File: src/rtl/sort_frame_loader.sv
// Serial-to-frame loader for the 4-input sorter: fills 4-word frames and holds each for SETTLE cycles.
// Optional short-frame padding on in_last is enabled by defining LOADER_PAD_EN.
module sort_frame_loader #(
    parameter int N      = 8,
    parameter int SETTLE = 3
) (
    input  logic                clk,
    input  logic                rst,
    input  logic signed [N-1:0] in_data,
    input  logic                in_valid,
    output logic                in_ready,
    input  logic                in_last,
    output logic signed [N-1:0] f1,
    output logic signed [N-1:0] f2,
    output logic signed [N-1:0] f3,
    output logic signed [N-1:0] f4,
    output logic                frame_valid,
    output logic                frame_start,
    output logic                frame_done
);

    localparam logic [7:0] HOLD_LAST = 8'(SETTLE - 1);

    logic signed [N-1:0] b [4];
    logic [2:0]          cnt;
    logic                buf_full;
    logic                hold_active;
    logic [7:0]          hold_cnt;
    logic                accept;
    logic                xfer;
    logic                hold_end;
    logic                fill_done;

    assign in_ready = !buf_full;
    assign accept   = in_valid && in_ready;
    assign hold_end = hold_active && (hold_cnt == HOLD_LAST);
    assign xfer     = buf_full && (!hold_active || hold_end);

`ifdef LOADER_PAD_EN
    localparam logic signed [N-1:0] PAD_VAL = {1'b1, {(N-1){1'b0}}};

    // Slots beyond the words actually received take the most negative value.
    function automatic logic signed [N-1:0] pad_slot(input logic [2:0] idx,
                                                     input logic [2:0] fill,
                                                     input logic signed [N-1:0] data);
        return (idx < fill) ? data : PAD_VAL;
    endfunction

    assign fill_done = (cnt == 3'd3) || in_last;
`else
    logic unused_last;
    assign unused_last = in_last;
    assign fill_done   = (cnt == 3'd3);
`endif

    always_ff @(posedge clk) begin
        if (rst) begin
            cnt         <= 3'd0;
            buf_full    <= 1'b0;
            hold_active <= 1'b0;
            hold_cnt    <= 8'd0;
            f1          <= '0;
            f2          <= '0;
            f3          <= '0;
            f4          <= '0;
            for (int i = 0; i < 4; i++) b[i] <= '0;
        end else begin
            // fill stage -> hold stage transfer
            if (xfer) begin
`ifdef LOADER_PAD_EN
                f1 <= pad_slot(3'd0, cnt, b[0]);
                f2 <= pad_slot(3'd1, cnt, b[1]);
                f3 <= pad_slot(3'd2, cnt, b[2]);
                f4 <= pad_slot(3'd3, cnt, b[3]);
`else
                f1 <= b[0];
                f2 <= b[1];
                f3 <= b[2];
                f4 <= b[3];
`endif
                cnt      <= 3'd0;
                buf_full <= 1'b0;
            end else if (accept) begin
                b[cnt[1:0]] <= in_data;
                cnt         <= cnt + 3'd1;
                buf_full    <= fill_done;
            end

            // hold stage
            if (xfer) begin
                hold_active <= 1'b1;
                hold_cnt    <= 8'd0;
            end else if (hold_end) begin
                hold_active <= 1'b0;
            end else if (hold_active) begin
                hold_cnt <= hold_cnt + 8'd1;
            end
        end
    end

    assign frame_valid = hold_active;
    assign frame_start = hold_active && (hold_cnt == 8'd0);
    assign frame_done  = hold_end;

endmodule

File: config.mk
export PLATFORM = sky130hd
export DESIGN_NAME = sort_frame_loader
export DESIGN_NICKNAME = d
export VERILOG_FILES = /design/src/rtl/sort_frame_loader.sv
export SDC_FILE = /design/constraint.sdc
export NUM_CORES = 1
export LEC_CHECK = 0
export BUFFER_PORTS_ARGS = -buffer_cell sky130_fd_sc_hd__buf_2
export CORE_ASPECT_RATIO = 0.6
export CORE_UTILIZATION = 45
export CTS_BUF_LIST = sky130_fd_sc_hd__clkbuf_16
export CTS_CLUSTER_DIAMETER = 150
export DETAILED_ROUTE_END_ITERATION = 16
export GPL_TIMING_DRIVEN = 0
export PLACE_DENSITY = 0.68
export SYNTH_ARGS = -nofsm -noshare
export SYNTH_HDL_FRONTEND = slang
export SYNTH_SLANG_ARGS = --single-unit
File: constraint.sdc
create_clock -name clk -period 1.73 [get_ports clk]
set_input_delay 0.519 -clock clk [delete_from_list [all_inputs] [get_ports clk]]
set_output_delay 0.519 -clock clk [all_outputs]
set_load 0.01 [all_outputs]
==> metrics.log <==
INFO  metric status = finished with violations
INFO  metric synth_edf_count = 32
INFO  metric hpwl = roughly 4900 µm
INFO  metric yosys_warnings = 0
INFO  metric reg2reg_depth = 4
INFO  metric timing.hold.worst.start = f4[3]$_SDFFE_PP0P_
INFO  metric final-hold-violation-count = 0
INFO  metric worst-path-stages = 3
INFO  metric grt_max_degree = 14
INFO  metric worst_clock_skew = 7.28 ps
INFO  metric clock_buffers_created_by_tritoncts = 9
INFO  metric cts-htree-levels = 3
INFO  metric synth-seq-cells = 77
INFO  metric global_route_wire_length_before_repair = 11800 µm
INFO  metric vdd_drop_max = 0.000629 V
INFO  metric num_rows = 24
INFO  metric cell_by_cell_listing_of_the_critical_path = nor4_4 -> and4_1 -> buf_2
INFO  metric tritoncts = done
INFO  metric yosysSeqAreaShare = 54.7%
INFO  metric buffer_ports.inserted = 46
INFO  metric max_clock_freq = approximately 0.54 GHz
INFO  metric crit_family = simple AND/OR/NAND/NOR gates
INFO  metric antenna_cells_inserted = 0
INFO  metric setup.reg_to_reg.worst_slack = about 80 ps
INFO  metric yosysTopAreaCellShare = 28.2%
INFO  metric place_congestion = between 0.8 and 0.9
INFO  metric destination_of_the_critical_timing_path = frame_start
INFO  metric totalPowerFinal = between 4000 and 5000 µW
INFO  metric synth_most_common_cell = sky130_fd_sc_hd__nand2b_1
INFO  metric boundaryPins = 48
INFO  metric synth_commonest_cells = sky130_fd_sc_hd__nand2b_1, sky130_fd_sc_hd__dfxtp_1, sky130_fd_sc_hd__mux2i_1
INFO  metric cts.hold.buffers_added = 0
INFO  metric post_route_cells_drive_above_1_share = around a quarter
INFO  metric worst_path_fanout_max = 3
INFO  metric worst-slew-pin-transition = roughly 410 ps
INFO  metric detail_route.iter0.violations = 156
INFO  metric design.die.area = around 7900 µm²
INFO  metric hold_class = reg2reg
INFO  metric setup-violations-final = 2
INFO  metric power.leakage = 0.00163 µW
INFO  metric post_drt_via_cell_ratio = a little under 5
INFO  metric layout.core_utilization = a little under three fifths
INFO  metric clock_tree_buffer_depth = 2
INFO  metric slew_violations = 0
INFO  metric finalNetCount = approximately 370
INFO  metric worst_setup_path_end_kind = output pin
INFO  metric worst-endpoint-required = between 1000 and 1500 ps
INFO  metric fin_crit_sh = 107%
INFO  metric ctsRootBufferMaster = sky130_fd_sc_hd__clkbuf_16
INFO  metric syn-num-nets = between 300 and 400
INFO  metric netlist_top_cells_area = sky130_fd_sc_hd__edfxtp_1, sky130_fd_sc_hd__dfxtp_1, sky130_fd_sc_hd__nand2b_1
INFO  metric synthesis.area = between 3000 and 4000 µm²
INFO  metric globalRouteOverflowTotal = 0
INFO  metric worst_path_largest_cell_delay = 330 ps
INFO  metric die_width = around 110 µm
INFO  metric starting_density_of_the_core = 46.7%
INFO  metric syn_to_final_growth = 22.7%
INFO  metric critical_path_class = reg2out
INFO  metric rsz0062_at_grt = yes
INFO  metric drtPass1Iterations = 5
INFO  metric postSynth.topFlopCell = sky130_fd_sc_hd__dfxtp_1
INFO  metric finalWorstSetupSlack = -120 ps
INFO  metric grtUsageTotal = about a fifth
INFO  metric drc = 0
INFO  metric clock_insertion_delay_worst_skew = between 300 and 400 ps
INFO  metric first_global_vias = between 2000 and 2500
INFO  metric cts.clk_slew.worst_paths = roughly 60 ps
INFO  metric dr_total_vias = ~2300
INFO  metric floorplan.die.height = 69.4 µm
INFO  metric initial_antenna_violation_count = 0
INFO  metric power-per-cell-area = just over 1000 nW/µm²
INFO  metric synth_cell_types = 38
INFO  metric crit_buf_inv = 1
INFO  metric cts_sinks = 77
INFO  metric drv.max_cap_violation_count = 0
INFO  metric relSlewSlack = 72.6%
INFO  metric period_minus_slack = around 1900 ps
INFO  metric startpoint_type = register
INFO  metric failed_checks = negative setup slack
INFO  metric setup.worst_path.start = hold_cnt[7]$_SDFFE_PP0P_
INFO  metric syn-mean-instance-area = about 12 µm²
INFO  metric cp.arrival = ~1300 ps
INFO  metric wire_per_inst = approximately 15 µm
INFO  metric ant_nets = 0
INFO  metric crit_path_max_delay_cell_type = sky130_fd_sc_hd__dfxtp_2
INFO  metric syn-instance-count = a little under 300
INFO  metric finalWirelength = ~7100 µm
INFO  metric netlist.top_cell.by_area = sky130_fd_sc_hd__edfxtp_1
INFO  metric ys_async_sr_fraction = 0%
INFO  metric startpoint_of_the_worst_slack_reg_to_reg_timing_path = buf_full$_SDFFE_PP0P_
INFO  metric r2r_path_end = b[3][3]$_DFFE_PP_
INFO  metric core_region_area = 7300 µm²
==> registers in the layout, summed over array words and instances, names as in the netlist <==
signal and cells:
frame_valid 1, f4 8, hold_cnt 8, buf_full 1, f1 8, b 32, f2 8, f3 8
cnt 3
==> metal layers <==
| layer | GRT usage, % | share of wire (%) | wire [µm] | vias to the layer above |
|---|---|---|---|---|
| li1 | - | - | - | 1132 |
| met1 | 29.6 | 51 | 3580 | 1088 |
| met2 | 27.3 | 41 | 2900 | 69 |
| met3 | 7.87 | 7.1 | 503 | 10 |
| met4 | 5.63 | 1.1 | 80 | 0 |
| met5 | 0 | 0 | 0 | - |
==> cell families (layout without fill, tap and decap cells) <==
group / count (synthesis) / after routing / share of synthesized area, %
DFF: 77 / 77 / 54.7
buffers and inverters: 25 / 93 / 3.82
xor gates and xnor gates: 2 / 2 / 0.515
and+or+nand+nor: 132 / 132 / 24.9
AOI/OAI and AO/OA: 16 / 16 / 3.97
adders and majority gates: 5 / 5 / 1.84
muxes: 35 / 35 / 10.3
==> cell usage in the layout, fill, tap and decap left out, types with 6 or more instances in the layout <==
master / instances
sky130_fd_sc_hd__dfxtp_1: 40
sky130_fd_sc_hd__clkbuf_1: 6
sky130_fd_sc_hd__buf_4: 8
sky130_fd_sc_hd__buf_2: 48
sky130_fd_sc_hd__and2_1: 32
sky130_fd_sc_hd__nand2b_1: 66
sky130_fd_sc_hd__clkbuf_16: 9
sky130_fd_sc_hd__edfxtp_1: 32
sky130_fd_sc_hd__inv_1: 8
sky130_fd_sc_hd__mux2i_1: 35
==> metrics by stage <==
| stage | cell area [µm²] | cells | hold slack (ps) | worst slack (ps) | TNS (ps) |
|---|---|---|---|---|---|
| 4_1_cts | 4150 | 462 | 473 | -126 | -243 |
| 3_5_place_dp | 3770 | 442 | 459 | -488 | -17490 |
| 6_report | 4180 | 464 | 469 | -120 | -230 |
| 5_1_grt | 4180 | 464 | 486 | -170 | -332 |
| 2_1_floorplan | 3410 | 292 | 478 | 45.4 | 0 |
| 3_3_place_gp | 3770 | 442 | 458 | -479 | -16420 |
==> worst min-delay path by stage <==
stage / to / slack (ps) / depth (start not counted)
finish: f4[3]$_SDFFE_PP0P_ / 470 / 2
CTS: f3[6]$_SDFFE_PP0P_ / 470 / 2
detailed placement: f2[4]$_SDFFE_PP0P_ / 460 / 2
global placement: f2[0]$_SDFFE_PP0P_ / 460 / 2
floorplan: hold_cnt[6]$_SDFFE_PP0P_ / 480 / 2
global route: f4[3]$_SDFFE_PP0P_ / 490 / 2
==> power by group <==
part	total, µW	internal, µW	switching [µW]
clock network	1990	1250	735
logic	249	111	138
registers	1990	1960	30.8
total	4230	3320	903
==> worst register-to-register path: stages, from the launching register on <==
cell	delay, ps
sky130_fd_sc_hd__dfxtp_1	300
sky130_fd_sc_hd__buf_2	170
sky130_fd_sc_hd__nor2b_1	120
sky130_fd_sc_hd__clkbuf_1	320
sky130_fd_sc_hd__a31o_2	400
==> cell type report <==
class | instances | area, µm²
Multi-Input combinational cell | 190 | 1450
Inverter | 7 | 26.3
Clock buffer | 9 | 225
Tap cell | 104 | 130
Timing Repair Buffer | 52 | 275
Clock inverter | 7 | 91.3
Buffer | 18 | 113
Sequential cell | 77 | 1870
Fill cell | 621 | 3120
==> what timing repair did <==
action,4_1_cts,5_1_grt
endpoints found under the setup margin,35,34
gates resized for setup,14,6
setup buffers,4,2
cloned,0,0
pin swaps,2,1
Note: power is estimated with default switching activity, not from simulation.
